--- config.mk ---
export PLATFORM = sky130hd
export DESIGN_NAME = conf_int_mac_pipe
export DESIGN_NICKNAME = d
export VERILOG_FILES = /design/src/rtl/conf_int_mac_pipe.sv
export SDC_FILE = /design/constraint.sdc
export NUM_CORES = 1
export LEC_CHECK = 0
export BUFFER_PORTS_ARGS = -buffer_cell sky130_fd_sc_hd__buf_2
export CAP_MARGIN = 20
export CORE_MARGIN = 4
export CORE_UTILIZATION = 35
export CTS_BUF_LIST = sky130_fd_sc_hd__clkbuf_8
export CTS_CLUSTER_SIZE = 12
export DETAILED_ROUTE_END_ITERATION = 16
export PLACE_DENSITY_LB_ADDON = 0.25
export SYNTH_ARGS = -nofsm -noshare
export SYNTH_HDL_FRONTEND = slang
export SYNTH_SLANG_ARGS = --single-unit
--- constraint.sdc ---
create_clock -name clk -period 22 [get_ports clk]
set_clock_uncertainty 0.1 [all_clocks]
set_input_delay 2.2 -clock clk [delete_from_list [all_inputs] [get_ports clk]]
set_output_delay 2.2 -clock clk [all_outputs]
set_load 0.005 [all_outputs]
--- src/rtl/conf_int_mac_pipe.sv ---
// conf_int_mac_pipe: pipelined unsigned multiply-accumulate with runtime
// precision masking, an accurate-product bypass, a saturating accumulator with
// sticky overflow, and valid/ready handshakes on both sides.
module conf_int_mac_pipe #(
    parameter int DATA_PATH_BITWIDTH = 16,
    parameter int ACC_BITWIDTH       = 48,
    parameter int PIPE_STAGES        = 2,
    parameter int PREC_W             = $clog2(DATA_PATH_BITWIDTH + 1)
) (
    input  logic                            clk,
    input  logic                            rst,
    input  logic                            in_valid,
    output logic                            in_ready,
    input  logic [DATA_PATH_BITWIDTH-1:0]   a,
    input  logic [DATA_PATH_BITWIDTH-1:0]   b,
    input  logic [PREC_W-1:0]               prec,
    input  logic                            acc_en,
    input  logic                            acc__sel,
    input  logic [2*DATA_PATH_BITWIDTH-1:0] d__acc,
    output logic                            out_valid,
    input  logic                            out_ready,
    output logic [ACC_BITWIDTH-1:0]         d,
    output logic                            ovf
);

    localparam int DW   = DATA_PATH_BITWIDTH;
    localparam int PW   = 2 * DATA_PATH_BITWIDTH;
    localparam int LAST = PIPE_STAGES - 1;

    if (ACC_BITWIDTH < 2 * DATA_PATH_BITWIDTH || PIPE_STAGES < 1 || PIPE_STAGES > 4) begin : g_param_check
        $error("conf_int_mac_pipe: illegal parameter combination");
    end

    logic                    advance;
    logic [DW-1:0]           keep_mask;
    logic [DW-1:0]           a_masked;
    logic [DW-1:0]           b_masked;
    logic [PW-1:0]           prod_in;
    logic [PW-1:0]           pipe_prod   [PIPE_STAGES];
    logic                    pipe_valid  [PIPE_STAGES];
    logic                    pipe_acc_en [PIPE_STAGES];
    logic [ACC_BITWIDTH:0]   sum_ext;
    logic                    sum_sat;

    // One global advance: the whole pipe moves only when the output slot frees up.
    assign advance  = !out_valid || out_ready;
    assign in_ready = advance;

    // Bit i survives when it lies within the top prec bits; prec=0 clears all,
    // prec >= DW keeps all.
    always_comb begin
        keep_mask = '0;
        for (int i = 0; i < DW; i++) begin
            keep_mask[i] = (int'(prec) >= DW - i);
        end
    end

    assign a_masked = a & keep_mask;
    assign b_masked = b & keep_mask;
    assign prod_in  = acc__sel ? d__acc : (PW'(a_masked) * PW'(b_masked));

    // Product shift register; bubbles enter with valid=0 and everything holds on stall.
    always_ff @(posedge clk) begin
        if (!rst) begin
            for (int i = 0; i < PIPE_STAGES; i++) begin
                pipe_valid[i]  <= 1'b0;
                pipe_prod[i]   <= '0;
                pipe_acc_en[i] <= 1'b0;
            end
        end else if (advance) begin
            pipe_valid[0]  <= in_valid;
            pipe_prod[0]   <= prod_in;
            pipe_acc_en[0] <= acc_en;
            for (int i = 1; i < PIPE_STAGES; i++) begin
                pipe_valid[i]  <= pipe_valid[i-1];
                pipe_prod[i]   <= pipe_prod[i-1];
                pipe_acc_en[i] <= pipe_acc_en[i-1];
            end
        end
    end

    // One extra bit on the sum catches any carry out of the accumulator width.
    assign sum_ext = {1'b0, d} + (ACC_BITWIDTH + 1)'(pipe_prod[LAST]);
    assign sum_sat = sum_ext[ACC_BITWIDTH];

    // Accumulator stage: load or add, saturate on carry-out, ovf is sticky across adds.
    always_ff @(posedge clk) begin
        if (!rst) begin
            out_valid <= 1'b0;
            d         <= '0;
            ovf       <= 1'b0;
        end else if (advance) begin
            out_valid <= pipe_valid[LAST];
            if (pipe_valid[LAST]) begin
                if (!pipe_acc_en[LAST]) begin
                    d   <= ACC_BITWIDTH'(pipe_prod[LAST]);
                    ovf <= 1'b0;
                end else if (sum_sat) begin
                    d   <= '1;
                    ovf <= 1'b1;
                end else begin
                    d   <= sum_ext[ACC_BITWIDTH-1:0];
                end
            end
        end
    end

endmodule

# Word level (Yosys, flattened, before mapping)

Memory sizes are Yosys's and may differ from the RTL's.
Index checks and enable logic that the tools add are counted.

Register bits: 50
Latch bits: 0
Bits in writable memories: 68
Bits in read-only memories: 0
Bits of input ports: 75
Output and inout port bits: 51
Memories: 3

Memory list:

| memory      | depth | bits a word | rd ports | clocked after memory_dff | wr ports | line | RTL |
|---|---|---|---|---|---|---|---|
| pipe_prod   | 2     | 32          | 2        | 0                        | 2        | 39   | `logic [PW-1:0] pipe_prod [PIPE_STAGES];` |
| pipe_acc_en | 2     | 1           | 2        | 0                        | 2        | 41   | `logic pipe_acc_en [PIPE_STAGES];` |
| pipe_valid  | 2     | 1           | 2        | 0                        | 2        | 40   | `logic pipe_valid [PIPE_STAGES];` |

Add/subtract/negate cells: 1
$mul: 1
Divide/modulo/power cells: 0
Order comparisons: 16
Eq/ne operators: 1
Shifts and indexed selects: 0
Multiplexer cells: 15
Bitwise operators: 8
Reductions and logical operators: 4

Operator list:

| cell                                                               | number |
|---|---|
| 2-to-1 mux 32 bit                                                  | 3 |
| 2-to-1 mux 48 bit                                                  | 2 |
| adder 48 x 32 -> 49 bit                                            | 1 |
| greater-or-equal comparator 5 x 4 -> 1 bit (second input constant) | 8 |
| AND 16 bit                                                         | 2 |
| multiplier 16 x 16 -> 32 bit                                       | 1 |
| greater-or-equal comparator 5 x 3 -> 1 bit (second input constant) | 4 |
| greater-or-equal comparator 5 x 2 -> 1 bit (second input constant) | 2 |
| 2-to-1 mux 1 bit                                                   | 10 |
| bitwise OR 1 bit                                                   | 6 |
| greater-or-equal comparator 5 x 1 -> 1 bit (second input constant) | 1 |
| greater-or-equal comparator 5 bit (second input constant)          | 1 |
| AND reduction 3 bit                                                | 1 |
| != test 2 bit (second input constant)                              | 1 |
| AND reduction 2 bit                                                | 1 |
| zero test 1 bit                                                    | 1 |
| logical OR 1 bit                                                   | 1 |

# Logic depth before layout (Yosys ltp)

Depth after elaboration: 6
Gate-level depth with buffers: 26

# Worst setup path after synthesis

OpenSTA, ideal clock, no wires.

Path kind: input -> register
Start point: input port prec[3]
End point: memory pipe_prod[0][29] (netlist bit), data pin
Setup time: 0.256 ns
Arrival time: 8.569 ns
Data required time: 21.644 ns
Slack: 13.075 ns
Stages on the path: 22
Buffers on the path: 1
Path through: clkbuf_1 > or3_1 > or3_1 > nand2_1 > nor2_1 > fa_1 > fa_1 > fa_1 > fa_1 > fa_1 > inv_1 > fa_1 > inv_1 > ha_1 > a21oi_1 > o21ai_1 > a311o_1 > or3b_1 > o211ai_1 > o21bai_1 > xor2_1 > o211a_1

RTL lines:

| what        | line | RTL |
|---|---|---|
| from (decl) | 16   | `input logic [PREC_W-1:0] prec,` |
| to (decl)   | 39   |  |

==> flow_metrics.env <==
export IMPL_outcome="finished clean"
export IMPL_grt_use_met1=0.270
export IMPL_power_density_nw_per_um2=90.1
export IMPL_finalPower_uw=1540
export IMPL_crit_family="adder cells"
export IMPL_drtIter0Drc=1031
export IMPL_cpMaxStageDelayCell="a2111oi_0"
export IMPL_area_growth_synth_to_final_pct=9.45
export IMPL_grt_pass1_wl_um=72300
export IMPL_post_route_util=0.388
export IMPL_crit_path_max_incr_delay_ns=0.88
export IMPL_synth_seq_area_share=0.194
export IMPL_dr_pass1_iters=5
export IMPL_synth_area_sq_um=15700
export IMPL_slew_headroom=0.272
export IMPL_die_w_um=220
export IMPL_placed_cells=2431
export IMPL_viasPerCell=5.19
export IMPL_routed_via_count=12803
export IMPL_synth_area_per_cell_sq_um=8.78
export IMPL_cts_buffers=17
export IMPL_finalInstanceArea_sq_um=17100
export IMPL_worst_setup_path_end_kind="flip-flop"
export IMPL_met3_usage=0.0229
export IMPL_fin_crit_ns=9.57
export IMPL_grt_usage=0.192
export IMPL_synth_seq_cells=118
export IMPL_cp_common_cell="fa_1"
export IMPL_finalHoldViolations=0
export IMPL_synth_edf_count=68
export IMPL_yosysWarningCount=0
export IMPL_die_height_um=220
export IMPL_cts_hold_repair_buffers=0
export IMPL_synth_cell_type_count=82
export IMPL_setup_tns_ns=0
export IMPL_cp_max_fo=34
export IMPL_worstMarginPinSlew_ns=1.09
export IMPL_hpwlAfterDp_um=37200
export IMPL_clk_pin_slew_worst_paths_ns=0.07
export IMPL_rsz0062_at_grt="false"
export IMPL_grt_max_degree=84
export IMPL_htree_levels=4
export IMPL_finalNonFillerCells=2465
export IMPL_cp_required_ns=22.12
export IMPL_pin_count=126
export IMPL_clockBufferDepth=2
export IMPL_critPathBufInv=4
export IMPL_clock_sinks=118
export IMPL_tritoncts="done"
export IMPL_timing_fmax_ghz=0.105
export IMPL_hold_class="reg -> reg"
export IMPL_drc=0
export IMPL_synth_flop_cell="edfxtp_1"
export IMPL_slew_violations=0
export IMPL_grt_overflow_total=0
export IMPL_top_usage_layer="met2"
export IMPL_antenna_found_initial=1
export IMPL_leakagePower_uw=0.00837
export IMPL_synthesis_nets=2190
export IMPL_grt_use_met2=0.309
export IMPL_port_buffers=125
export IMPL_cts_setup_buffers=0
export IMPL_grt_pass1_vias=12949
export IMPL_synth_cells=1784
export IMPL_nets=2265
export IMPL_postPlaceCellArea_sq_um=16800
export IMPL_core_rowCount=77
export IMPL_drt_total_wl_um=45700
export IMPL_n_fill_cell=4528
export IMPL_maxCapViolCount=0
export IMPL_die_area_sq_um=48200
export IMPL_drive_above_1_share=0.0999
export IMPL_async_flop_share=0
export IMPL_ant_nets=0
export IMPL_gp_congestion=0.982
export IMPL_period_share=0.435
export IMPL_setup_viol=0
export IMPL_clockRootBuffer="clkbuf_8"
export IMPL_wl_per_cell_um=18.5
export IMPL_clk_latency_ns=0.46
export IMPL_ctsResizeCount=0
export IMPL_coreArea_sq_um=44200
export IMPL_initial_core_util=0.354
export IMPL_worst_ep_arrival_time_ns=9.68
export IMPL_path_cells="buf_2 > or3_1 > nand2b_1 > and2_1 > nand3_1 > fa_1 > inv_1 > ha_1 > fa_1 > fa_1 > fa_1 > inv_1 > fa_1 > inv_1 > ha_1 > and3_1 > nand2_1 > a2111oi_0 > o211ai_1 > o21bai_1 > xor2_1 > o211a_1"
export IMPL_critPathLaunchType="input pin"
export IMPL_critPathKind="in -> reg"
export IMPL_peakVddDrop_mv=0.0558
state kept, by name (all words and copies together), names as in the netlist:
register	flops
out_valid	1
pipe_valid	2
pipe_acc_en	2
ovf	1
d	48
pipe_prod	64
tightest hold or removal path: stages (launching register included):
cell and delay, ns:
dfxtp_1 0.33, a21oi_1 0.04, nor2_1 0.07
through the flow:
step	hold slack (ns)	setup WS, ns
floorplan	0.360	13.08
global placement	0.357	12.08
detailed placement	0.359	11.94
CTS	0.378	12.49
global route	0.406	12.11
finish	0.366	12.43
cell type report:
cell class,instances,area [sq um],share of cell area
antenna,1,2.50,0.000146
inverter,244,916,0.0534
clock inverter,15,140,0.00818
sequential,118,3040,0.178
multi-input combinational,1343,11400,0.663
clock buffer,17,234,0.0136
tap,592,741,0.0432
timing repair buffer,135,704,0.0411
report_power, final:
part | leakage, uW | total [uW] | switching (uW) | internal (uW)
registers | 0.00120 | 290 | 14.0 | 276
clock network | 0.000181 | 190 | 91.3 | 98.5
logic | 0.00698 | 1060 | 616 | 447
total | 0.00837 | 1540 | 722 | 822
cell usage in the layout (no fill, tap or decap), drive strengths merged, types with 17 or more instances in the layout:
| master | n |
|---|---|
| ha | 136 |
| o221ai | 18 |
| a21o | 27 |
| nor3 | 24 |
| nand2 | 230 |
| clkbuf | 17 |
| a21boi | 19 |
| edfxtp | 68 |
| nand3 | 34 |
| xor2 | 20 |
| o211ai | 24 |
| nor2 | 142 |
| fa | 195 |
| and2 | 42 |
| and3 | 78 |
| xnor2 | 30 |
| inv | 247 |
| dfxtp | 50 |
| buf | 135 |
| a21oi | 94 |
| o21ai | 55 |
kinds of logic (layout without fill, tap and decap cells):
logic type | after synthesis | count (layout) | share of synthesized area
other cells | 0 | 1 | 0
mux | 16 | 16 | 0.0103
buf+inv | 323 | 411 | 0.0805
xor+xnor | 50 | 50 | 0.0280
simple gates | 627 | 627 | 0.191
compound gates | 319 | 319 | 0.138
fa+ha+maj | 331 | 331 | 0.358
flops | 118 | 118 | 0.194
layer usage:
layer | vias up | share of wire
met1 | 6165 | 0.46
met5 | - | 0
met3 | 75 | 0.057
met2 | 425 | 0.45
met4 | 0 | 0.027
li1 | 6138 | -
synthesized netlist by cell type (11+ instances only):
cell	n	area, sq um
a21boi_1	15	113
a21o_1	26	195
a21oi_1	94	470
a311oi_1	11	96.3
and2_1	41	257
and3_1	78	488
clkbuf_1	64	240
dfxtp_1	50	1000
edfxtp_1	68	2040
fa_1	195	3900
ha_1	136	1700
inv_1	244	916
mux2i_1	15	150
nand2_1	229	860
nand2b_1	14	87.6
nand3_1	34	170
nand4_1	12	75.1
nor2_1	141	529
nor2b_1	13	81.3
nor3_1	23	115
o211ai_1	23	173
o21a_1	11	82.6
o21ai_0	50	250
o221ai_1	18	158
or3_1	14	87.6
xnor2_1	30	263
xor2_1	20	175
path summary, 6_finish.rpt:
path	start	to	slack (ns)	cells past startpoint
worst min-delay path	ovf	ovf	0.37	2
worst min register to register	ovf	ovf	0.37	2
worst max register to register	pipe_prod[0][32]	d[15]	18.41	10
worst max-delay path	prec[4]	pipe_prod[0][29]	12.43	22
No activity file was read; power rests on OpenSTA's default activity.
